### src/rtl/fetch_ctrl.sv
// fetch_ctrl: instruction fetch front end.
// Walks a fetch PC through a combinational-read instruction ROM and buffers
// {pc, instr} pairs in a 2-entry FIFO that feeds decode through a
// valid/ready handshake. A redirect flushes the FIFO and reloads the PC.
// Fetching stops (HALT) once the PC reaches PC_LIMIT. Only an in-range
// redirect leaves HALT.
module fetch_ctrl #(
  parameter logic [31:0] RESET_PC = 32'h0000_0000,
  parameter logic [31:0] PC_LIMIT = 32'd1024
) (
  input  logic        clk,
  input  logic        reset,
  output logic [31:0] imem_addr,
  input  logic [31:0] imem_data,
  output logic        out_valid,
  input  logic        out_ready,
  output logic [31:0] out_instr,
  output logic [31:0] out_pc,
  input  logic        redirect_valid,
  input  logic [31:0] redirect_target,
  output logic        halted
);

  typedef enum logic [1:0] {
    ST_FETCH = 2'd0,
    ST_STALL = 2'd1,
    ST_HALT  = 2'd2
  } state_e;

  state_e      state_q, state_d;
  logic [31:0] pc_q, pc_d;
  logic [1:0]  count_q, count_d;
  // FIFO storage: the head entry drives out_*, and the tail is the second slot.
  logic [31:0] head_pc_q, head_pc_d;
  logic [31:0] head_instr_q, head_instr_d;
  logic [31:0] tail_pc_q, tail_pc_d;
  logic [31:0] tail_instr_q, tail_instr_d;

  logic        pop;
  logic        push;
  logic [31:0] redirect_pc;

  // Handshake and fetch qualification for this cycle.
  always_comb begin
    pop         = (count_q != 2'd0) && out_ready;
    push        = (state_q != ST_HALT) && (pc_q < PC_LIMIT) && !redirect_valid
                  && ((count_q != 2'd2) || pop);
    redirect_pc = redirect_target & ~32'h0000_0003;
  end

  // Next-state logic for the PC, the FIFO contents and the FSM. Redirect takes priority over push and pop.
  always_comb begin
    // NOTE: every variable gets its hold value first so no path leaves it
    // unassigned; otherwise synthesis would infer a latch.
    state_d      = state_q;
    pc_d         = pc_q;
    count_d      = count_q;
    head_pc_d    = head_pc_q;
    head_instr_d = head_instr_q;
    tail_pc_d    = tail_pc_q;
    tail_instr_d = tail_instr_q;

    if (redirect_valid) begin
      count_d = 2'd0;
      pc_d    = redirect_pc;
      state_d = (redirect_pc >= PC_LIMIT) ? ST_HALT : ST_FETCH;
    end else begin
      if (push) begin
        pc_d = pc_q + 32'd4;
      end
      count_d = count_q + {1'b0, push} - {1'b0, pop};

      // The head takes the new word when the FIFO is, or is about to become, empty.
      // Otherwise a pop moves the tail up.
      if (push && ((count_q == 2'd0) || ((count_q == 2'd1) && pop))) begin
        head_pc_d    = pc_q;
        head_instr_d = imem_data;
      end else if (pop) begin
        head_pc_d    = tail_pc_q;
        head_instr_d = tail_instr_q;
      end

      // The tail takes the new word when it lands behind a live head.
      if (push && (((count_q == 2'd1) && !pop) || ((count_q == 2'd2) && pop))) begin
        tail_pc_d    = pc_q;
        tail_instr_d = imem_data;
      end

      if (state_q == ST_HALT) begin
        state_d = ST_HALT;
      end else if (pc_d >= PC_LIMIT) begin
        state_d = ST_HALT;
      end else if ((count_d == 2'd2) && !pop) begin
        state_d = ST_STALL;
      end else begin
        state_d = ST_FETCH;
      end
    end
  end

  // State register with synchronous reset. Reset overrides redirect.
  always_ff @(posedge clk) begin
    if (reset) begin
      state_q      <= ST_FETCH;
      pc_q         <= RESET_PC;
      count_q      <= 2'd0;
      // NOTE: the FIFO data slots are cleared as well, not only the count,
      // because out_pc/out_instr must read zero while in reset.
      head_pc_q    <= 32'd0;
      head_instr_q <= 32'd0;
      tail_pc_q    <= 32'd0;
      tail_instr_q <= 32'd0;
    end else begin
      // NOTE: non-blocking assignments let every flop sample the pre-edge
      // values, so the order of these lines does not matter.
      state_q      <= state_d;
      pc_q         <= pc_d;
      count_q      <= count_d;
      head_pc_q    <= head_pc_d;
      head_instr_q <= head_instr_d;
      tail_pc_q    <= tail_pc_d;
      tail_instr_q <= tail_instr_d;
    end
  end

  assign imem_addr = pc_q;
  assign out_valid = (count_q != 2'd0);
  assign out_pc    = head_pc_q;
  assign out_instr = head_instr_q;
  assign halted    = (state_q == ST_HALT);

endmodule

### config.mk
export PLATFORM = sky130hd
export DESIGN_NAME = fetch_ctrl
export DESIGN_NICKNAME = d
export VERILOG_FILES = /design/src/rtl/fetch_ctrl.sv
export SDC_FILE = /design/constraint.sdc
export NUM_CORES = 1
export LEC_CHECK = 0
export ABC_AREA = 1
export CAP_MARGIN = 20
export CORE_UTILIZATION = 40
export CTS_BUF_LIST = sky130_fd_sc_hd__clkbuf_8
export CTS_CLUSTER_DIAMETER = 80
export DETAILED_ROUTE_END_ITERATION = 12
export GPL_ROUTABILITY_DRIVEN = 1
export PLACE_DENSITY = 0.74
export SLEW_MARGIN = 15
export SYNTH_ARGS = -nofsm -noshare
export SYNTH_HDL_FRONTEND = slang
export SYNTH_SLANG_ARGS = --single-unit
export TNS_END_PERCENT = 10
### constraint.sdc
create_clock -name clk -period 3.6 [get_ports clk]
set_clock_uncertainty 0.1 [all_clocks]
set_input_delay 0.72 -clock clk [delete_from_list [all_inputs] [get_ports clk]]
set_output_delay 0.72 -clock clk [all_outputs]
set_load 0.03 [all_outputs]
==> results.tsv <==
stage	metric	value	unit
finish	final_layout_size_suffix_gt1_frac	0.0554	
logic_synthesis	seq_area_frac_synth	0.487	
critical_path	worstSetupPathType	in2reg	
sta	hold_viol	0	
sta	rsz0062_at_grt	false	
die	die_w	129	um
global_route	antenna_found_initial	0	
sta	slew_violations	0	
finish	antenna_cells	0	
critical_path	cp-end-kind	register	
sta	relSlewSlack	0.459	
clock_tree	insertion_delay	0.46	ns
placement	pre_cts_slack	0.526	ns
logic_synthesis	ys_types	30	
clock_tree	h-tree-depth	4	
logic_synthesis	ys_ff_latch	158	
hold_path	hold_class	reg2reg	
routing	vias	5985	
routing	vias_per_cell	4.74	
global_route	grt_pass1_wl	25700	um
logic_synthesis	synth_top_cell_area_share	0.487	
placement	hpwl	10100	um
global_route	grt_pass1_vias	5308	
flow_run	cap_violations	0	
clock_tree	cts_buffers	17	
routing	ant_nets	0	
routing	post-route-drc-count	0	
finish	layout.nets	1105	
die	io_pins	166	
pwr	p_per_area	411	nW/um2
logic_synthesis	yosysMostFrequentCell	nand2_1	
placement	portBuffers	159	
global_route	grt_overflow	0	
logic_synthesis	synth_edf_count	0	
finish	multi_input_area	2690	um2
clock_tree	cts_tree	yes	
sta	timing.hold.ws	0.340	ns
logic_synthesis	yosysWarnings	0	
clock_tree	postCtsHoldBufs	0	
logic_synthesis	netlist_top_cells_area	dfxtp_1 (49%), nand2_1 (14%), o21ai_0 (8.2%), a21oi_1 (7.6%), nor2_1 (5.7%)	
logic_synthesis	syn_inst	904	
critical_path	crit_chain	clkdlybuf4s50_1 > inv_1 > nand3_1 > nand3_2 > nor2_4 > nand2_4 > clkinv_2 > nand2_4 > nand2_2 > nand2_2 > inv_2 > buf_12 > nand2_1 > a21oi_1	
pwr	p_leak	3.33	nW
run_status	status	finished, final reports clean	
global_route	grt_max_degree	71	
routing	post_drt_wl_per_cell	12.3	um
global_route	track_usage	0.195	
critical_path	required	3.88	ns
sta	setup_slack	1.00	ns
sta	final_min_period_over_clock_period	0.721	
clock_tree	cts.clk_slew.worst_paths	0.08	ns
die	core_area	15900	um2
logic_synthesis	yosys.area.top_type	dfxtp_1	
clock_tree	clockBufferDepth	2	
sta	tightestPinTransition	0.812	ns
logic_synthesis	yosys-top-cells-count	nand2_1 (237), dfxtp_1 (158), o21ai_0 (106), a21oi_1 (99), nor2_1 (98)	
finish	final-seq-area	3160	um2
die	start_util	0.408	
sta	final.min_clock_period	2.60	ns
critical_path	critPathArrivalTime	2.88	ns
sta	fmax	385	MHz
routing	drt_pre_antenna_iters	4	
logic_synthesis	syn_area	6490	um2
routing	finalWirelength	15600	um
sta	setup-tns-final	0	ns
clock_tree	cts_resized	0	
critical_path	crit_path_max_incr_delay	0.50	ns
critical_path	cp_max_fo	53	
clock_tree	post_cts_buffers	0	
die	placementRows	46	
placement	place_congestion	0.856	
die	die_y	129	um
finish	fillers	1558	
pwr	power	3.53	mW
routing	drtIter0Drc	402	
critical_path	worstSetupStartpointType	input pin	
pwr	vdd_drop_max	0.302	mV
critical_path	cpLargestDelayFamily	buffers and inverters	
die	die_area	16700	um2
critical_path	r2r_setup_slack	1.34	ns
critical_path	critPathSlowestCell	clkdlybuf4s50_1	
finish	syn_to_final_growth	32.4	%
sta	setup_violations	0	
logic_synthesis	syn_area_per_cell	7.18	um2
clock_tree	cts-root-buf	clkbuf_8	
logic_synthesis	async_flop_share	0	
logic_synthesis	synth_ff_type	dfxtp_1	
clock_tree	clock_sinks	158	
critical_path	path_buf_inv	5	
[power breakdown]
part | switching (mW) | internal (mW) | total, mW
logic | 0.173 | 0.139 | 0.313
clock network | 0.708 | 0.719 | 1.43
registers | 0.0201 | 1.77 | 1.79
total | 0.902 | 2.63 | 3.53
[cell families (layout without fill, tap and decap cells)]
logic type / count (synthesis) / count (layout) / synth area share
DFF: 158 / 158 / 0.487
AOI/OAI and AO/OA: 211 / 211 / 0.165
buffers and inverters: 149 / 289 / 0.101
xor gates and xnor gates: 4 / 4 / 0.00540
other: 1 / 4 / 0.000578
adders and majority gates: 3 / 3 / 0.00579
and+or+nand+nor: 378 / 378 / 0.234
[through the flow]
step | cells | utilization | cell area [um2]
floorplan | 907 | - | 6500
global placement | 1231 | 0.514 | 8160
detailed placement | 1231 | 0.514 | 8160
CTS | 1263 | 0.541 | 8590
global route | 1263 | 0.541 | 8590
finish | 1263 | 0.541 | 8590
[layer usage]
| metal | GRT usage | share of wire |
|---|---|---|
| met2 | 0.316 | 0.46 |
| met1 | 0.249 | 0.47 |
| met5 | 0 | 0 |
| met3 | 0.0524 | 0.050 |
| met4 | 0.0747 | 0.020 |
[state kept, by name, indices dropped and copies added, names as in the netlist]
name          count
out_instr        32
tail_instr_q     32
imem_addr        30
out_pc           30
tail_pc_q        30
count_q           2
state_q           2
[worst reg2reg max path, delay by kind of cell (launching register included)]
kind	cells	cell delay, ns
DFF	1	0.32
AOI/OAI and AO/OA	1	0.12
buffers and inverters	4	0.76
and+or+nand+nor	9	0.89
[cell type report]
cell class,count,share of cell area
inverters,87,0.0382
multi-input cells,600,0.313
clock buffers,18,0.0288
flip-flops and latches,158,0.368
well taps,216,0.0315
clock inverters,14,0.0213
repair buffers,170,0.199
[cell usage in the layout, fill, tap and decap left out, drive strengths merged]
cell type / synthesis / layout
nor3: 10 / 10
nor2: 101 / 101
o21ai: 106 / 106
bufinv: 0 / 3
clkinvlp: 0 / 3
nand4: 5 / 5
dfxtp: 158 / 158
clkdlybuf4s50: 0 / 158
o211ai: 4 / 4
buf: 17 / 12
ha: 3 / 3
xnor2: 1 / 1
nand3: 16 / 16
a21oi: 101 / 101
clkbuf: 45 / 18
xor2: 3 / 3
nor4: 5 / 5
clkinv: 1 / 3
inv: 86 / 92
conb: 1 / 4
nand2: 241 / 241
[path summary, 6_finish.rpt]
| check | start | end | depth (start not counted) |
|---|---|---|---|
| max reg2reg | imem_addr[27]$_SDFF_PP0_ | out_pc[2]$_SDFFE_PP0P_ | 14 |
| min reg2reg | tail_pc_q[12]$_SDFFE_PP0P_ | tail_pc_q[12]$_SDFFE_PP0P_ | 2 |
| min | tail_pc_q[12]$_SDFFE_PP0P_ | tail_pc_q[12]$_SDFFE_PP0P_ | 2 |
| max | out_ready | out_pc[2]$_SDFFE_PP0P_ | 14 |
No activity file was read; power rests on OpenSTA's default activity.
